File: config.mk
export PLATFORM = sky130hd
export DESIGN_NAME = bram_ptr_streamer_flat
export DESIGN_NICKNAME = d
export VERILOG_FILES = /design/src/rtl/bram_ptr_streamer_pkg.sv /design/src/rtl/bram_ptr_streamer_if.sv /design/src/rtl/bram_ptr_streamer_axis_skid_fifo.sv /design/src/rtl/bram_ptr_streamer.sv /design/src/flat_wrapper.sv
export SDC_FILE = /design/constraint.sdc
export NUM_CORES = 2
export LEC_CHECK = 0
export CAP_MARGIN = 20
export CORE_ASPECT_RATIO = 0.75
export CORE_MARGIN = 2
export CORE_UTILIZATION = 43
export DETAILED_ROUTE_END_ITERATION = 8
export PLACE_DENSITY = 0.69
export SLEW_MARGIN = 10
export SYNTH_ARGS = -nofsm -noshare
export SYNTH_HDL_FRONTEND = slang
export SYNTH_SLANG_ARGS = --single-unit
File: constraint.sdc
create_clock -name aclk -period 41 [get_ports aclk]
set_input_delay 10.25 -clock aclk [delete_from_list [all_inputs] [get_ports aclk]]
set_output_delay 10.25 -clock aclk [all_outputs]
set_load 0.02 [all_outputs]
File: src/rtl/bram_ptr_streamer_pkg.sv
// -----------------------------------------------------------------------------
// bram_ptr_streamer_pkg
//   Shared types and constants for the BRAM pointer streamer.
//   - state_t      : playback FSM states (IDLE, RUN, DRAIN)
//   - WORD_BYTES   : bytes per BRAM/AXIS word (512-bit words)
//   - WORD_SHIFT   : byte-address to word-index shift
//   - DEF_*        : default widths/latency used as top-level parameter defaults
// -----------------------------------------------------------------------------
package bram_ptr_streamer_pkg;

  typedef enum logic [1:0] {
    IDLE  = 2'd0,
    RUN   = 2'd1,
    DRAIN = 2'd2
  } state_t;

  localparam int WORD_BYTES = 64;
  localparam int WORD_SHIFT = $clog2(WORD_BYTES);

  localparam int DEF_DATA_W   = 512;
  localparam int DEF_ADDR_W   = 32;
  localparam int DEF_PTR_W    = 32;
  localparam int DEF_BRAM_LAT = 2;

endpackage : bram_ptr_streamer_pkg

File: src/rtl/bram_ptr_streamer_if.sv
// -----------------------------------------------------------------------------
// bram_ptr_streamer_if
//   AXI4-Stream style bundle carrying the playback stream.
//   Signals: tdata, tvalid, tready, and tlast when BRAM_PTR_STREAMER_TLAST_EN
//   is defined.
//   Modports: master (source: drives tdata/tvalid[/tlast], reads tready)
//             slave  (sink:   reads tdata/tvalid[/tlast], drives tready)
//   DATA_W must match the DATA_W of the streamer it is connected to.
// -----------------------------------------------------------------------------
interface bram_ptr_streamer_if #(
  parameter int DATA_W = 512
) ();

  logic [DATA_W-1:0] tdata;
  logic              tvalid;
  logic              tready;
`ifdef BRAM_PTR_STREAMER_TLAST_EN
  logic              tlast;

  modport master (output tdata, output tvalid, output tlast, input tready);
  modport slave  (input tdata, input tvalid, input tlast, output tready);
`else
  modport master (output tdata, output tvalid, input tready);
  modport slave  (input tdata, input tvalid, output tready);
`endif

endinterface : bram_ptr_streamer_if

File: src/rtl/bram_ptr_streamer_axis_skid_fifo.sv
// -----------------------------------------------------------------------------
// axis_skid_fifo
//   Small synchronous FIFO with a registered head entry and an AXIS-style
//   pop side. Entries shift toward the head on every pop, so out_data is
//   always straight from a flop.
//   Ports:
//     clk, rst_n  : clock, synchronous active-low reset
//     push, din   : write side; caller guarantees room (count < DEPTH, or a
//                   pop in the same cycle)
//     out_valid   : FIFO non-empty
//     out_ready   : consumer ready; pop = out_valid && out_ready
//     out_data    : head entry, stable until popped
//     count       : current occupancy
// -----------------------------------------------------------------------------
module axis_skid_fifo #(
  parameter int W     = 512,
  parameter int DEPTH = 4,
  parameter int CNT_W = $clog2(DEPTH + 1)
) (
  input  logic             clk,
  input  logic             rst_n,
  input  logic             push,
  input  logic [W-1:0]     din,
  output logic             out_valid,
  input  logic             out_ready,
  output logic [W-1:0]     out_data,
  output logic [CNT_W-1:0] count
);

  logic [CNT_W-1:0] count_q;
  logic [CNT_W-1:0] count_d;
  logic [CNT_W-1:0] wr_pos;
  logic [W-1:0]     head_q;
  logic [W-1:0]     tail_q [DEPTH-1];
  logic [W-1:0]     slot   [DEPTH];
  logic [W-1:0]     slot_d [DEPTH];
  logic             pop;

  assign out_valid = (count_q != '0);
  assign out_data  = head_q;
  assign count     = count_q;
  assign pop       = out_valid && out_ready;

  // Flat view of the storage: slot 0 is the head register.
  always_comb begin
    slot[0] = head_q;
    for (int i = 1; i < DEPTH; i++) begin
      slot[i] = tail_q[i-1];
    end
  end

  // On a pop everything moves one place toward the head; a push lands just
  // behind the last surviving entry, which makes push+pop on a full FIFO work.
  always_comb begin
    // NOTE: every variable gets a default before any branch, so no latch is inferred.
    slot_d  = slot;
    count_d = count_q;
    wr_pos  = pop ? (count_q - CNT_W'(1)) : count_q;
    if (pop) begin
      for (int i = 0; i < DEPTH - 1; i++) begin
        slot_d[i] = slot[i+1];
      end
    end
    if (push) begin
      for (int i = 0; i < DEPTH; i++) begin
        if (wr_pos == CNT_W'(i)) begin
          slot_d[i] = din;
        end
      end
    end
    case ({push, pop})
      2'b10:   count_d = count_q + CNT_W'(1);
      2'b01:   count_d = count_q - CNT_W'(1);
      default: count_d = count_q;
    endcase
  end

  always_ff @(posedge clk) begin
    // NOTE: sequential state uses non-blocking assignments so every flop samples pre-edge values.
    if (!rst_n) begin
      count_q <= '0;
      head_q  <= '0;
    end else begin
      count_q <= count_d;
      head_q  <= slot_d[0];
    end
  end

  // NOTE: the tail storage is deliberately not reset; count_q alone decides validity.
  always_ff @(posedge clk) begin
    for (int i = 1; i < DEPTH; i++) begin
      tail_q[i-1] <= slot_d[i];
    end
  end

endmodule : axis_skid_fifo

File: src/rtl/bram_ptr_streamer.sv
// -----------------------------------------------------------------------------
// bram_ptr_streamer
//   Plays a window of 512-bit BRAM words [start, stop) onto an AXI4-Stream
//   master, wrapping back to start after each pass, while enable is high.
//   Reads are credit-limited so that every word in flight through the fixed
//   BRAM latency always has a FIFO slot waiting, making back-pressure lossless.
//
//   Ports:
//     aclk, aresetn       : clock, synchronous active-low reset
//     enable              : level-sensitive run request
//     start_ptr, stop_ptr : byte pointers (bits [5:0] ignored), stop exclusive
//     bram_addr, bram_en  : BRAM read port request (64-byte aligned address)
//     bram_dout           : BRAM read data, valid BRAM_LAT cycles after bram_en
//     m_axis              : stream master (tdata/tvalid/tready[/tlast])
//     busy                : FSM not in IDLE
//     pass_count          : completed passes (counted when the last read issues)
//     range_err           : sticky, set when a run sees stop word <= start word
//
//   Build option: define BRAM_PTR_STREAMER_TLAST_EN to add m_axis.tlast, set
//   on the word read from stop-1 of every pass.
// -----------------------------------------------------------------------------
module bram_ptr_streamer
  import bram_ptr_streamer_pkg::*;
#(
  parameter int DATA_W     = DEF_DATA_W,
  parameter int ADDR_W     = DEF_ADDR_W,
  parameter int PTR_W      = DEF_PTR_W,
  parameter int BRAM_LAT   = DEF_BRAM_LAT,
  parameter int FIFO_DEPTH = BRAM_LAT + 2
) (
  input  logic                  aclk,
  input  logic                  aresetn,
  input  logic                  enable,
  input  logic [PTR_W-1:0]      start_ptr,
  input  logic [PTR_W-1:0]      stop_ptr,
  output logic [ADDR_W-1:0]     bram_addr,
  output logic                  bram_en,
  input  logic [DATA_W-1:0]     bram_dout,
  bram_ptr_streamer_if.master   m_axis,
  output logic                  busy,
  output logic [15:0]           pass_count,
  output logic                  range_err
);

  localparam int WORD_W = PTR_W - WORD_SHIFT;
  localparam int CNT_W  = $clog2(FIFO_DEPTH + 1);

  state_t              state_q, state_d;
  logic [WORD_W-1:0]   start_word_q, stop_word_q, rd_word_q;
  logic [WORD_W-1:0]   start_word_in, stop_word_in, last_word;
  logic [BRAM_LAT-1:0] inflight_q;
  logic [15:0]         pass_count_q;
  logic                range_err_q;
  logic [CNT_W-1:0]    fifo_count;
  logic [PTR_W-1:0]    addr_full;
  logic                range_ok_in;
  logic                credit_ok;
  logic                issue;
  logic                last_issue;
  logic                drained;
  logic                push;

  // Only the word index of each pointer matters.
  logic unused_ptr_lsbs;
  assign unused_ptr_lsbs = ^{start_ptr[WORD_SHIFT-1:0], stop_ptr[WORD_SHIFT-1:0]};

  assign start_word_in = start_ptr[PTR_W-1:WORD_SHIFT];
  assign stop_word_in  = stop_ptr[PTR_W-1:WORD_SHIFT];
  assign range_ok_in   = (stop_word_in > start_word_in);
  assign last_word     = stop_word_q - WORD_W'(1);

  // A read may issue only if every word already promised (in flight or
  // queued) plus this one still fits in the FIFO.
  assign credit_ok  = (int'($countones(inflight_q)) + int'(fifo_count)) < FIFO_DEPTH;
  assign issue      = (state_q == RUN) && enable && credit_ok;
  assign last_issue = issue && (rd_word_q == last_word);
  assign drained    = (inflight_q == '0) && (fifo_count == '0);
  assign push       = inflight_q[BRAM_LAT-1];

  assign addr_full  = {rd_word_q, {WORD_SHIFT{1'b0}}};
  assign bram_addr  = ADDR_W'(addr_full);
  assign bram_en    = issue;
  assign busy       = (state_q != IDLE);
  assign pass_count = pass_count_q;
  assign range_err  = range_err_q;

  // ---------------------------------------------------------------------------
  // FSM
  // ---------------------------------------------------------------------------
  always_ff @(posedge aclk) begin
    if (!aresetn) begin
      state_q <= IDLE;
    end else begin
      state_q <= state_d;
    end
  end

  always_comb begin
    state_d = state_q;
    case (state_q)
      IDLE: begin
        if (enable && range_ok_in) begin
          state_d = RUN;
        end
      end
      RUN: begin
        // A wrap that picks up an invalid window stops the run cleanly.
        if (!enable || (last_issue && !range_ok_in)) begin
          state_d = DRAIN;
        end
      end
      DRAIN: begin
        if (drained) begin
          state_d = IDLE;
        end
      end
      default: state_d = IDLE;
    endcase
  end

  // ---------------------------------------------------------------------------
  // Pointers, pass counter, error flag and in-flight tracker
  // ---------------------------------------------------------------------------
  always_ff @(posedge aclk) begin
    if (!aresetn) begin
      start_word_q <= '0;
      stop_word_q  <= '0;
      rd_word_q    <= '0;
      pass_count_q <= '0;
      range_err_q  <= 1'b0;
      inflight_q   <= '0;
    end else begin
      case (state_q)
        IDLE: begin
          if (enable) begin
            start_word_q <= start_word_in;
            stop_word_q  <= stop_word_in;
            if (range_ok_in) begin
              rd_word_q <= start_word_in;
            end else begin
              range_err_q <= 1'b1;
            end
          end
        end
        RUN: begin
          if (last_issue) begin
            // Pointer updates from the GPIOs are only picked up here.
            start_word_q <= start_word_in;
            stop_word_q  <= stop_word_in;
            rd_word_q    <= start_word_in;
            pass_count_q <= pass_count_q + 16'd1;
            if (!range_ok_in) begin
              range_err_q <= 1'b1;
            end
          end else if (issue) begin
            rd_word_q <= rd_word_q + WORD_W'(1);
          end
        end
        default: ;
      endcase
      inflight_q <= (inflight_q << 1) | BRAM_LAT'(issue);
    end
  end

  // ---------------------------------------------------------------------------
  // Output FIFO
  // ---------------------------------------------------------------------------
`ifdef BRAM_PTR_STREAMER_TLAST_EN
  localparam int ENTRY_W = DATA_W + 1;
  logic [BRAM_LAT-1:0] last_q;
  logic [ENTRY_W-1:0]  fifo_din, fifo_dout;

  // tlast rides alongside the in-flight bit for the read that closed a pass.
  always_ff @(posedge aclk) begin
    if (!aresetn) begin
      last_q <= '0;
    end else begin
      last_q <= (last_q << 1) | BRAM_LAT'(last_issue);
    end
  end

  assign fifo_din     = {last_q[BRAM_LAT-1], bram_dout};
  assign m_axis.tlast = fifo_dout[DATA_W];
`else
  localparam int ENTRY_W = DATA_W;
  logic [ENTRY_W-1:0]  fifo_din, fifo_dout;

  assign fifo_din = bram_dout;
`endif

  assign m_axis.tdata = fifo_dout[DATA_W-1:0];

  axis_skid_fifo #(
    .W     (ENTRY_W),
    .DEPTH (FIFO_DEPTH),
    .CNT_W (CNT_W)
  ) u_fifo (
    .clk       (aclk),
    .rst_n     (aresetn),
    .push      (push),
    .din       (fifo_din),
    .out_valid (m_axis.tvalid),
    .out_ready (m_axis.tready),
    .out_data  (fifo_dout),
    .count     (fifo_count)
  );

endmodule : bram_ptr_streamer

File: src/flat_wrapper.sv
// flat-port wrapper written by rule: the top's interface ports become plain ports
module bram_ptr_streamer_flat import bram_ptr_streamer_pkg::*;
#(
  parameter int DATA_W     = DEF_DATA_W,
  parameter int ADDR_W     = DEF_ADDR_W,
  parameter int PTR_W      = DEF_PTR_W,
  parameter int BRAM_LAT   = DEF_BRAM_LAT,
  parameter int FIFO_DEPTH = BRAM_LAT + 2
)
  (aclk, aresetn, enable, start_ptr, stop_ptr, bram_addr, bram_en, bram_dout, busy, pass_count, range_err, m_axis_tdata, m_axis_tvalid, m_axis_tready);
  bram_ptr_streamer_if #(.DATA_W(DATA_W)) m_axis_i ();
  input  logic aclk;
  input  logic aresetn;
  input  logic enable;
  input  logic [PTR_W-1:0] start_ptr;
  input  logic [PTR_W-1:0] stop_ptr;
  output logic [ADDR_W-1:0] bram_addr;
  output logic bram_en;
  input  logic [DATA_W-1:0] bram_dout;
  output logic busy;
  output logic [15:0] pass_count;
  output logic range_err;
  output wire logic [$bits(m_axis_i.tdata)-1:0] m_axis_tdata;
  output wire logic [$bits(m_axis_i.tvalid)-1:0] m_axis_tvalid;
  input wire logic [$bits(m_axis_i.tready)-1:0] m_axis_tready;
  assign m_axis_tdata = m_axis_i.tdata;
  assign m_axis_tvalid = m_axis_i.tvalid;
  assign m_axis_i.tready = m_axis_tready;
  bram_ptr_streamer #(.DATA_W(DATA_W), .ADDR_W(ADDR_W), .PTR_W(PTR_W), .BRAM_LAT(BRAM_LAT), .FIFO_DEPTH(FIFO_DEPTH)) u_core (.aclk(aclk), .aresetn(aresetn), .enable(enable), .start_ptr(start_ptr), .stop_ptr(stop_ptr), .bram_addr(bram_addr), .bram_en(bram_en), .bram_dout(bram_dout), .m_axis(m_axis_i), .busy(busy), .pass_count(pass_count), .range_err(range_err));
endmodule
==> summary.md <==
For the number of warning messages in the yosys log, the log shows 0. The commonest cells after synthesis are sky130_fd_sc_hd__nand2_1, sky130_fd_sc_hd__dfxtp_1, sky130_fd_sc_hd__nor2_1. The synthesized netlist devotes 21.8% of its cell area to simple gates. The fraction of synthesized cell area in xor and xnor cells is 0.343%, and the insertion delay of the later-clocked pin in the worst-skew pair is 0.86 ns.

Multiplexer cells account for 0.202% of the synthesized area. Summed over all instances, the cell type with the most area after synthesis is sky130_fd_sc_hd__dfxtp_1. The delay of the slowest cell on the worst path is 0.68 ns. The clock root buffer was sky130_fd_sc_hd__clkbuf_16. For this design the static power due to leakage is 37.0 nW. The worst-case clock buffer depth was 4; the number of buffers inserted during clock tree synthesis was 214. Across the VDD grid, the largest voltage drop is 44.4 uV.

Setup repair after global routing left no endpoint under its margin. For this run, the leading register cell type out of synthesis is sky130_fd_sc_hd__dfxtp_1. sky130_fd_sc_hd__nand2_1 is the most common cell in the netlist.

TritonCTS built the clock tree. At the worst endpoint, the arrival time is 11.97 ns. The highest-delay cell along the critical path was sky130_fd_sc_hd__clkdlybuf4s50_1. After detailed routing, the total wire length is 265000 um. The placer's final routability congestion estimate came out at 0.905. Dividing the detail-routed wire length by the instance count gives 20.0 um. Port buffering added 1125 buffers.

For this run, the post-layout net count is 10900. The tools report the first-pass GRT wire length as 399000 um. The worst-case clock skew was 0.0507 ns; the die footprint was 206000 um2. The final period utilization is 54.2%. The via count of the first global-routing pass was 67900; the area overhead of the layout relative to synthesis was 18.2%. Share of the core filled with cells: 51.2%. Count of different cell masters after synthesis: 72. The placement row count is 142. Top cell family by delay on the critical path: buffers and inverters. After routing, the total negative slack on setup checks comes to 0 ns. The proportion of synthesized flip-flops having asynchronous set or reset is 0%, and the power density over the cells is 62.3 nW/um2.

Entering global routing, the biggest net connects 249 pins. The share of the Yosys chip area taken by registers is 54.9%. After synthesis the cells add up to 86800 um2. The quantity of gates resized following cts is 0. The required arrival time at the worst endpoint came out at 30.75 ns. The total area inside the core boundary comes to 200000 um2. Capturing element type of the critical path: a primary output. The run gives 6710 as the number of DRC markers in iteration 0. The final number of max-transition violations is 0. The mean cell area of the mapped netlist came out at 8.50 um2. The count of flip-flops with a built-in enable after synthesis works out to 512. The H-tree generated during clock tree synthesis spans 4 levels. The cell that appears most often on the critical path is sky130_fd_sc_hd__clkdlybuf4s50_1. The upper clock frequency limit came out at 0.0450 GHz. The type of origin of the critical path is an input pin.

The run finished with clean final reports. Yosys attributes the largest share of cell area to sky130_fd_sc_hd__dfxtp_1, sky130_fd_sc_hd__edfxtp_1, sky130_fd_sc_hd__nand2_1, sky130_fd_sc_hd__a31oi_1, sky130_fd_sc_hd__nor2_1. The cell count after synthesis is 10200. The synthesized design contains 2124 register bits. In this run, post-CTS hold repair placed 0 buffers. The highest fanout seen on the critical path is 5, and the clock input transition at the sequential cells of the worst setup and hold paths is 0.06 ns. Number of failing hold endpoints at the final stage: 0. The initial antenna violation count was 99. The classification of the worst-slack hold path is register to register. The post-CTS repair timing setup buffer count was 0. By startpoint and endpoint, the worst setup path is classified as input pin to primary output. The run gives 8 as the length of the first detailed-routing pass in iterations.

Slew at the pin with the worst max-slew slack: 1.32 ns. After synthesis, the largest family of logic cells by area is simple AND/OR/NAND/NOR gates. Once the floorplan was initialized, standard cells occupied 43.3% of the core.

The critical path goes through clkdlybuf4s50_1, and4_1, clkdlybuf4s50_1. The area share of fa/ha/maj cells after synthesis works out to 0.519%. Number of vias per cell: 5.53. Cells with a size suffix above 1 make up 4.19% of the layout. For the final count of negative-setup-slack endpoints, the log shows 0. The total overflow left after global routing is 0. The count of buffering cells on the critical path with inverters included works out to 2. Final period demand of the worst path: 22.22 ns. The tree built by TritonCTS fans out to 2124 sinks.

The normalized max-slew margin is 11.7%, and the height of the chip is 393 um. After synthesis, the largest area contributor takes up 37.2% of total cell area. The synthesized netlist devotes 14.1% of its cell area to compound gates.

Global routing consumed, over all layers together, 24.2% of the routing resources. The tools report the number of top-level pins as 1144. The final routed DRC violation total came out at 0.

The wire-length estimate of the detail-placed layout is 168000 um. The tools report the antenna violation net count after detailed routing as 0. The tool flagged a number of max-cap violations equal to 0. Summing internal, switching and leakage power gives 6.39 mW.

The die extent in x works out to 523 um. Summing over every cut layer, the via total after detailed routing is 73200.
-- state kept, by name (all words and copies together) (netlist names) --
| name | flops |
|---|---|
| u_core.u_fifo.tail_q | 1536 |
| u_core.u_fifo.out_data | 512 |
| u_core.rd_word_q | 26 |
| u_core.stop_word_q | 26 |
| u_core.pass_count | 16 |
| u_core.u_fifo.count | 3 |
| u_core.inflight_q | 2 |
| u_core.state_q | 2 |
| u_core.range_err | 1 |
-- cells in the final DEF, fill, tap and decap left out, drive strengths merged, types with 6 or more instances in the layout --
master and count:
nand2 3114, dfxtp 1612, nor2 1589, clkdlybuf4s50 1124, a31oi 1037, a311oi 514, edfxtp 512, clkbuf 316
buf 82, diode 66, inv 57, nand3 54, clkinv 51, o21ai 50, a21oi 50, ha 36
nand4 31, nor3 21, xnor2 18, xor2 16, nand2b 14, nor4 14, mux2i 13, and3 12
bufinv 12, and2 11, or4 10, o31ai 10, o311ai 8, nor2b 8, o21a 7, a41oi 7
a211oi 6, or3 6, o211ai 6, o21bai 6, o41ai 6, conb 6, clkinvlp 6
-- area by class of cell --
class	instances	area, um2
Clock inverter	77	841
Fill cell	17900	97600
Multi-Input combinational cell	6737	32200
Sequential cell	2124	47600
Clock buffer	316	6190
Inverter	49	199
Timing Repair Buffer	1206	12100
Tap cell	2664	3330
Antenna cell	66	165
-- logic make-up (layout without fill, tap and decap cells) --
family,Yosys count,after routing
AOI/OAI and AO/OA,1737,1737
xor gates and xnor gates,34,34
adders and majority gates,36,36
buffers and inverters,1357,1648
DFF,2124,2124
muxes,17,17
other,1,72
and+or+nand+nor,4907,4907
-- worst reg2reg max path, stage by stage, from the launching register on --
cell and delay, ns:
sky130_fd_sc_hd__dfxtp_1 0.47, sky130_fd_sc_hd__inv_1 0.14, sky130_fd_sc_hd__ha_1 0.27, sky130_fd_sc_hd__nand2_1 0.14, sky130_fd_sc_hd__nand2_4 0.46, sky130_fd_sc_hd__inv_8 0.96, sky130_fd_sc_hd__buf_4 0.85, sky130_fd_sc_hd__buf_4 1.02
sky130_fd_sc_hd__buf_4 0.89, sky130_fd_sc_hd__buf_4 0.65, sky130_fd_sc_hd__buf_12 0.33, sky130_fd_sc_hd__buf_4 0.84, sky130_fd_sc_hd__nand2_1 0.21, sky130_fd_sc_hd__a311oi_1 0.31
-- metrics by stage --
| stage | instances | hold WS [ns] | setup slack, ns | instance area [um2] |
|---|---|---|---|---|
| global route | 13200 | 0.473 | 18.81 | 103000 |
| floorplan | 10200 | 0.438 | 7.69 | 86800 |
| detailed placement | 12800 | 0.456 | 18.85 | 95300 |
| global placement | 12800 | 0.451 | 18.83 | 95300 |
| CTS | 13200 | 0.445 | 18.84 | 102000 |
| finish | 13200 | 0.452 | 18.78 | 103000 |
-- power by group --
group / switching [mW] / total (mW) / internal (mW)
Clock: 0.848 / 1.97 / 1.12
Combinational: 0.875 / 1.47 / 0.597
Sequential: 0.275 / 2.95 / 2.67
-- routing by layer --
layer	track usage (%)	share of wire, %
met5	0	0.16
met3	6.44	8.0
met1	30.9	41
met2	37.1	45
met4	13.7	5.7
-- worst paths after layout --
path,from,to,slack [ns],depth (start not counted)
max,enable,bram_en,18.78,3
min,u_core.u_fifo.tail_q[0][790]$_DFF_P_,u_core.u_fifo.tail_q[0][278]$_DFF_P_,0.45,2
max reg2reg,u_core.u_fifo.count[0]$_SDFFE_PN0P_,u_core.u_fifo.out_data[197]$_SDFF_PN0_,33.37,13
min reg2reg,u_core.u_fifo.tail_q[0][790]$_DFF_P_,u_core.u_fifo.tail_q[0][278]$_DFF_P_,0.45,2
Note: power is estimated with default switching activity, not from simulation.
